`src/rtl/adc_mon_pkg.sv`:
```
// ---------------------------------------------------------------------------
// adc_mon_pkg
// Shared constants for the ADC monitoring slice: sample width, default
// accumulator sizing and the averager window-state encoding.
// No ports (package).
// ---------------------------------------------------------------------------
package adc_mon_pkg;

    localparam int SMP_W         = 16;
    localparam int MAX_SHIFT_DEF = 7;
    // Wide enough to hold 2^MAX_SHIFT full-scale samples without wrap.
    localparam int ACC_W_DEF     = SMP_W + MAX_SHIFT_DEF;
    localparam int CNT_W         = MAX_SHIFT_DEF + 1;

    localparam logic [1:0] ST_IDLE    = 2'd0;
    localparam logic [1:0] ST_ACCUM   = 2'd1;
    localparam logic [1:0] ST_DIVIDE  = 2'd2;
    localparam logic [1:0] ST_PUBLISH = 2'd3;

endpackage

```
`src/rtl/adc_overcurrent_debounce.sv`:
```
// ---------------------------------------------------------------------------
// adc_overcurrent_debounce
// Counts consecutive valid samples whose current is strictly above the
// limit and raises a sticky fault once the run length reaches fault_count.
// Ports:
//   clk, rstn      clock, asynchronous active-low reset
//   clear          synchronous clear of counter and fault
//   sample_valid   strobe qualifying current
//   current        current sample
//   limit          overcurrent threshold (strictly greater trips)
//   fault_count    run length needed to trip; 0 is treated as 1
//   fault          sticky fault flag
// ---------------------------------------------------------------------------
module adc_overcurrent_debounce
    import adc_mon_pkg::*;
(
    input  logic             clk,
    input  logic             rstn,
    input  logic             clear,
    input  logic             sample_valid,
    input  logic [SMP_W-1:0] current,
    input  logic [SMP_W-1:0] limit,
    input  logic [3:0]       fault_count,
    output logic             fault
);

    logic [3:0] over_cnt;
    logic [3:0] over_cnt_next;
    logic [3:0] threshold;
    logic       over;

    always_comb begin
        over          = (current > limit);
        threshold     = (fault_count == 4'd0) ? 4'd1 : fault_count;
        over_cnt_next = over_cnt;
        if (sample_valid) begin
            if (!over)
                over_cnt_next = 4'd0;
            else if (over_cnt != 4'hF)
                over_cnt_next = over_cnt + 4'd1;
        end
    end

    always_ff @(posedge clk or negedge rstn) begin
        if (!rstn) begin
            over_cnt <= 4'd0;
            fault    <= 1'b0;
        end else if (clear) begin
            over_cnt <= 4'd0;
            fault    <= 1'b0;
        end else begin
            over_cnt <= over_cnt_next;
            if (sample_valid && over && (over_cnt_next >= threshold))
                fault <= 1'b1;
        end
    end

endmodule

```
`src/rtl/adc_sample_averager.sv`:
```
// ---------------------------------------------------------------------------
// adc_sample_averager
// Windowed mean of ADC voltage/current samples over N = 2^avg_shift samples,
// plus peak-current tracking and debounced overcurrent detection.
// Ports:
//   clk, rstn                  clock, asynchronous active-low reset
//   adc_data_valid             one-cycle sample strobe
//   adc_voltage_data/current   16-bit samples
//   avg_shift                  window size exponent, latched per window
//   current_limit, fault_count overcurrent threshold and debounce length
//   stats_clear                synchronous clear of all statistics
//   avg_valid                  one-cycle pulse with new averages
//   avg_voltage, avg_current   windowed means (truncated)
//   peak_current               max current since reset/clear
//   overcurrent_fault          sticky fault flag
// ---------------------------------------------------------------------------
module adc_sample_averager
    import adc_mon_pkg::*;
#(
    parameter int ACC_W     = ACC_W_DEF,
    parameter int MAX_SHIFT = MAX_SHIFT_DEF
) (
    input  logic             clk,
    input  logic             rstn,
    input  logic             adc_data_valid,
    input  logic [SMP_W-1:0] adc_voltage_data,
    input  logic [SMP_W-1:0] adc_current_data,
    input  logic [2:0]       avg_shift,
    input  logic [SMP_W-1:0] current_limit,
    input  logic [3:0]       fault_count,
    input  logic             stats_clear,
    output logic             avg_valid,
    output logic [SMP_W-1:0] avg_voltage,
    output logic [SMP_W-1:0] avg_current,
    output logic [SMP_W-1:0] peak_current,
    output logic             overcurrent_fault
);

    function automatic logic [2:0] clamp_shift(input logic [2:0] sh);
        if (int'(sh) > MAX_SHIFT)
            return 3'(MAX_SHIFT);
        return sh;
    endfunction

    // Mean by power-of-two window: plain right shift, fraction truncated.
    function automatic logic [SMP_W-1:0] trunc_div(input logic [ACC_W-1:0] acc,
                                                   input logic [2:0]       sh);
        logic [ACC_W-1:0] q;
        q = acc >> sh;
        return q[SMP_W-1:0];
    endfunction

    logic [1:0]       state;
    logic [CNT_W-1:0] win_cnt;
    logic [2:0]       shift_lat;
    logic [ACC_W-1:0] acc_v, acc_c;
    logic [ACC_W-1:0] v_ext, c_ext;
    logic [2:0]       win_shift;
    logic [CNT_W-1:0] win_len;
    logic             sample_ok;
    logic             win_close;

    logic [ACC_W-1:0] hold_v_p0, hold_c_p0;
    logic [2:0]       shift_p0;
    logic             vld_p0;
    logic [SMP_W-1:0] div_v_p1, div_c_p1;
    logic             vld_p1;

    assign sample_ok = adc_data_valid & ~stats_clear;
    assign v_ext     = ACC_W'(adc_voltage_data);
    assign c_ext     = ACC_W'(adc_current_data);
    // First sample of a window uses the live avg_shift; later ones the latched copy.
    assign win_shift = (win_cnt == '0) ? clamp_shift(avg_shift) : shift_lat;
    assign win_len   = CNT_W'(1) << win_shift;
    assign win_close = sample_ok && ((win_cnt + CNT_W'(1)) == win_len);

    // ---- accumulate stage ----
    always_ff @(posedge clk or negedge rstn) begin
        if (!rstn) begin
            acc_v     <= '0;
            acc_c     <= '0;
            win_cnt   <= '0;
            shift_lat <= '0;
        end else if (stats_clear) begin
            acc_v     <= '0;
            acc_c     <= '0;
            win_cnt   <= '0;
            shift_lat <= '0;
        end else if (adc_data_valid) begin
            if (win_cnt == '0)
                shift_lat <= win_shift;
            if (win_close) begin
                acc_v   <= '0;
                acc_c   <= '0;
                win_cnt <= '0;
            end else begin
                acc_v   <= acc_v + v_ext;
                acc_c   <= acc_c + c_ext;
                win_cnt <= win_cnt + CNT_W'(1);
            end
        end
    end

    always_ff @(posedge clk or negedge rstn) begin
        if (!rstn)
            state <= ST_IDLE;
        else if (stats_clear)
            state <= ST_IDLE;
        else if (win_close)
            state <= ST_DIVIDE;
        else begin
            case (state)
                ST_IDLE:    if (adc_data_valid) state <= ST_ACCUM;
                ST_DIVIDE:  state <= ST_PUBLISH;
                ST_PUBLISH: state <= ST_ACCUM;
                default:    state <= state;
            endcase
        end
    end

    // ---- p0: hold completed window sums ----
    always_ff @(posedge clk or negedge rstn) begin
        if (!rstn) begin
            hold_v_p0 <= '0;
            hold_c_p0 <= '0;
            shift_p0  <= '0;
            vld_p0    <= 1'b0;
        end else if (stats_clear) begin
            hold_v_p0 <= '0;
            hold_c_p0 <= '0;
            shift_p0  <= '0;
            vld_p0    <= 1'b0;
        end else begin
            vld_p0 <= win_close;
            if (win_close) begin
                hold_v_p0 <= acc_v + v_ext;
                hold_c_p0 <= acc_c + c_ext;
                shift_p0  <= win_shift;
            end
        end
    end

    // ---- p1: divide by window length ----
    always_ff @(posedge clk or negedge rstn) begin
        if (!rstn) begin
            div_v_p1 <= '0;
            div_c_p1 <= '0;
            vld_p1   <= 1'b0;
        end else if (stats_clear) begin
            div_v_p1 <= '0;
            div_c_p1 <= '0;
            vld_p1   <= 1'b0;
        end else begin
            vld_p1 <= vld_p0;
            if (vld_p0) begin
                div_v_p1 <= trunc_div(hold_v_p0, shift_p0);
                div_c_p1 <= trunc_div(hold_c_p0, shift_p0);
            end
        end
    end

    // ---- publish ----
    always_ff @(posedge clk or negedge rstn) begin
        if (!rstn) begin
            avg_voltage <= '0;
            avg_current <= '0;
            avg_valid   <= 1'b0;
        end else if (stats_clear) begin
            avg_voltage <= '0;
            avg_current <= '0;
            avg_valid   <= 1'b0;
        end else begin
            avg_valid <= vld_p1;
            if (vld_p1) begin
                avg_voltage <= div_v_p1;
                avg_current <= div_c_p1;
            end
        end
    end

    always_ff @(posedge clk or negedge rstn) begin
        if (!rstn)
            peak_current <= '0;
        else if (stats_clear)
            peak_current <= '0;
        else if (adc_data_valid && (adc_current_data > peak_current))
            peak_current <= adc_current_data;
    end

    adc_overcurrent_debounce u_debounce (
        .clk          (clk),
        .rstn         (rstn),
        .clear        (stats_clear),
        .sample_valid (adc_data_valid),
        .current      (adc_current_data),
        .limit        (current_limit),
        .fault_count  (fault_count),
        .fault        (overcurrent_fault)
    );

endmodule

```
`config.mk`:
```
export PLATFORM = sky130hd
export DESIGN_NAME = adc_sample_averager
export DESIGN_NICKNAME = d
export VERILOG_FILES = /design/src/rtl/adc_mon_pkg.sv /design/src/rtl/adc_overcurrent_debounce.sv /design/src/rtl/adc_sample_averager.sv
export SDC_FILE = /design/constraint.sdc
export NUM_CORES = 1
export LEC_CHECK = 0
export BUFFER_PORTS_ARGS = -buffer_cell sky130_fd_sc_hd__buf_4
export CAP_MARGIN = 40
export CORE_ASPECT_RATIO = 0.9
export CORE_MARGIN = 3
export CORE_UTILIZATION = 40
export CTS_BUF_LIST = sky130_fd_sc_hd__clkbuf_8
export CTS_CLUSTER_DIAMETER = 50
export DETAILED_ROUTE_END_ITERATION = 8
export GPL_TIMING_DRIVEN = 1
export MAX_ROUTING_LAYER = met4
export PLACE_DENSITY = 0.58
export SLEW_MARGIN = 0
export SYNTH_ARGS = -nofsm -noshare
export SYNTH_HDL_FRONTEND = slang
export SYNTH_SLANG_ARGS = --single-unit
```
`constraint.sdc`:
```
create_clock -name clk -period 3.2 [get_ports clk]
set_input_delay 0.48 -clock clk [delete_from_list [all_inputs] [get_ports clk]]
set_output_delay 0.48 -clock clk [all_outputs]
set_load 0.01 [all_outputs]
```
==> results.py <==
metrics = {
    "run_status": {
        "outcome": "completed",
    },
    "setup_path": {
        "cpMostUsedCell": "a211oi_2",
        "r2r_start": "win_cnt[0]",
        "start_kind": "flop",
        "critical-path-slowest-cell": "and4b_4",
        "r2r_setup_slack_ns": 0.15,
        "r2r_cells": 12,
        "cp_cell_sequence": "inv_1, ha_1, nor3b_4, a21boi_2, or3b_1, a211oi_2, o22ai_2, and4b_4, buf_4, clkbuf_16, nor2_1, a211oi_2",
        "rr_endpoint": "hold_v_p0[16]",
        "critical_path_buf_inv_count": 3,
        "cpLargestDelayFamily": "simple AND/OR/NAND/NOR gates",
        "required_ns": 3.61,
        "critPathMaxFanout": 21,
        "arrival_ns": 3.45,
        "max_stage_delay_ns": 0.43,
        "crit_type": "reg -> reg",
        "cp-end-kind": "flop",
    },
    "sta": {
        "max_freq_mhz": 328.2,
        "relSlewSlack_pct": 42.78,
        "min_period_ns": 3.047,
        "fin_ws_ns": 0.1527,
        "fin_crit_sh_pct": 95.23,
        "rsz0062_at_grt": "no",
        "maxSlewViolCount": 0,
        "hold_viol": 0,
        "worst_hold_slack_ns": 0.2770,
        "worst_pin_slew_ns": 0.8583,
        "setup_violations": 0,
        "finalClockSkew_ns": 0.01767,
    },
    "global_routing": {
        "grt_max_degree": 77,
        "grtUsageTotal_pct": 19.41,
        "grt_pass1_vias": 9402,
        "grt-ovfl-total": 0,
        "grt_pass1_wl_mm": 50.72,
        "antenna_found_initial": 0,
    },
    "yosys": {
        "yosysSeqAreaShare_pct": 39.33,
        "synth-main-ff-cell": "dfrtp_1",
        "synth_top_family_by_area": "simple AND/OR/NAND/NOR gates",
        "avgSynthCellArea_um2": 9.681,
        "synthCells": 1275,
        "ys_ff_latch": 194,
        "synth_edf_count": 0,
        "synth_compound_area_share_pct": 14.63,
        "yosys.area_share.simple_pct": 15.36,
        "synthMuxAreaShare_pct": 13.93,
        "synth.distinct_cells": 73,
        "synth_fp_nets": 1407,
        "ys_warn_count": 0,
        "syn_area_mm2": 0.01234,
        "synthXorXnorAreaFrac_pct": 4.470,
        "synth_adder_area_share_pct": 7.522,
        "async_flop_share_pct": 100.0,
    },
    "floorplan": {
        "die_h_um": 172.7,
        "die_w_um": 191.2,
        "ios": 109,
        "num_rows": 60,
        "dieArea_mm2": 0.03300,
        "start_util_pct": 40.90,
        "core_area_mm2": 0.03018,
    },
    "power_and_ir_drop": {
        "ir_drop_v": 0.0002576,
        "powerDensity_mw_per_mm2": 418.5,
        "p_leak_uw": 0.006432,
    },
    "hold_path": {
        "whs_endpoint": "shift_lat[2]",
        "holdCritStartpoint": "avg_shift[2]",
        "hold_depth": 3,
        "hp-class": "in -> reg",
    },
    "detailed_routing": {
        "ant_nets": 0,
        "wl_per_cell_um": 16.68,
        "wirelength_mm": 30.59,
        "first_pass_iters": 5,
        "vias": 9641,
        "post-route-drc-count": 0,
        "dr.first_iter.drc_count": 616,
        "viasPerCell": 5.257,
    },
    "cells_and_area": {
        "fin_nets": 1550,
        "antenna_cells": 0,
        "drive_gt1_share_pct": 20.27,
        "area_growth_pct": 17.97,
        "fillers": 2951,
    },
    "clocking": {
        "clockRootBuffer": "clkbuf_8",
        "cts_tree": "yes",
        "clockBufferDepth": 2,
        "h-tree-depth": 4,
        "clkTransAtPathRegs_ns": 0.11,
        "insertion_delay_ns": 0.48,
        "clock_sinks": 194,
        "numCtsBuffers": 17,
    },
    "flow_run": {
        "max-cap-violations": 0,
    },
    "placed_design": {
        "dp_hpwl_mm": 22.23,
        "portBuffers": 108,
        "preCtsSetupSlack_ns": -0.4402,
        "finalWeightedCongestion": 0.8853,
    },
}
[tightest hold or removal path, cell delays in order]
cell and delay (ns):
buf_4 0.10, mux2i_1 0.06, nor2_1 0.08
[layer usage]
metal,part of all wire [%],wire length (µm),global-route usage [%]
met5,0,0,-
met4,1.0,309,3.821
met3,3.6,1093,2.818
met2,43,13190,27.57
met1,52,16000,29.46
[area by class of cell]
cell class	count	area [µm²]	area share (%)
inverters	62	232.7	1.598
flip-flops and latches	194	4860	33.37
clock buffers	18	247.7	1.701
well taps	403	504.2	3.463
multi-input cells	946	6957	47.77
clock inverters	14	128.9	0.8850
repair buffers	197	1632	11.20
[flip-flops by register name (all words and copies together) (netlist names), 16 cells and up]
name,count
avg_voltage,16
div_c_p1,16
div_v_p1,16
hold_v_p0,23
peak_current,16
acc_v,23
acc_c,23
avg_current,16
hold_c_p0,23
[through the flow]
step	setup TNS [ns]	power, µW	cells	cell area (µm²)	util, %
6_report	0	6093	1834	14560	48.25
5_1_grt	0	6489	1834	14560	48.25
4_1_cts	0	6127	1828	14440	47.86
3_5_place_dp	-0.4402	4485	1793	14030	46.48
3_3_place_gp	-0.3689	4452	1790	13970	46.28
2_1_floorplan	0	3880	1275	12340	-
[power by group]
part / switching, µW / internal (µW)
combinational: 954 / 771
clock: 967 / 649
sequential: 148 / 2610
total: 2070 / 4020
[placed cells by master (no fill, tap or decap), types with 5 or more instances in the layout]
cell / n
buf_4: 184
a211oi_2: 12
and3_1: 6
mux4_2: 6
nor3_1: 9
inv_1: 61
o21ai_0: 49
xor2_1: 43
a311oi_1: 18
a31oi_1: 9
a21o_1: 19
ha_1: 71
and2_1: 22
nand2_1: 132
nor3_2: 15
o21bai_1: 5
clkbuf_8: 19
o21a_1: 9
nor2b_1: 17
a22o_1: 15
nor2_1: 134
nand2b_1: 7
dfrtp_1: 190
a211oi_1: 29
nand4_1: 13
mux2i_1: 153
a21oi_1: 39
nand3_1: 22
xnor2_1: 20
buf_12: 6
[synth_stat cells, drive strengths merged, types with 3 or more instances]
cell,n,area [µm²]
a211o,4,35.03
a211oi,41,362.9
a21o,19,142.6
a21oi,40,200.2
a221oi,3,32.53
a22o,15,131.4
a311oi,18,157.7
a31oi,9,56.30
a32o,3,30.03
and2,22,137.6
and3,7,43.79
buf,21,158.9
clkbuf,52,196.4
dfrtp,194,4855
ha,71,888.4
inv,60,225.2
mux2,4,52.55
mux2i,153,1531
mux4,6,135.1
nand2,133,506.7
nand2b,7,43.79
nand3,22,110.1
nand3b,3,22.52
nand4,13,81.33
nor2,135,506.7
nor2b,17,106.4
nor3,25,211.5
o211a,3,30.03
o211ai,4,30.03
o21a,9,67.56
o21ai,52,260.3
o21bai,5,37.54
o31a,4,35.03
o31ai,3,22.52
or2,3,21.27
or3b,3,26.28
xnor2,20,175.2
xor2,43,376.6
[worst max-delay path by stage]
stage	start	end	slack (ns)	depth (start not counted)
after floorplan	current_limit[1]	u_debounce.fault	0.03	17
after global placement	adc_current_data[1]	u_debounce.fault	-0.37	17
after detailed placement	adc_current_data[1]	u_debounce.fault	-0.44	17
after CTS	win_cnt[0]	hold_c_p0[15]	0.02	12
after global routing	win_cnt[0]	hold_v_p0[16]	0.009	12
final	win_cnt[0]	hold_v_p0[16]	0.15	12
[what timing repair did]
item                                    4_1_cts  5_1_grt
pin swaps                                     1        5
endpoints found under the setup margin        5       57
gates cloned                                  0        1
endpoints found under the hold margin         1        0
hold buffers                                  1        0
resized for setup                             0       12
setup buffers                                 2        5
[kinds of logic after synthesis]
| group | count (synthesis) |
|---|---|
| mux | 163 |
| xor+xnor | 63 |
| compound gates | 250 |
| fa+ha+maj | 73 |
| simple gates | 397 |
| buf+inv | 135 |
| flops | 194 |
No activity file was read; power rests on OpenSTA's default activity.
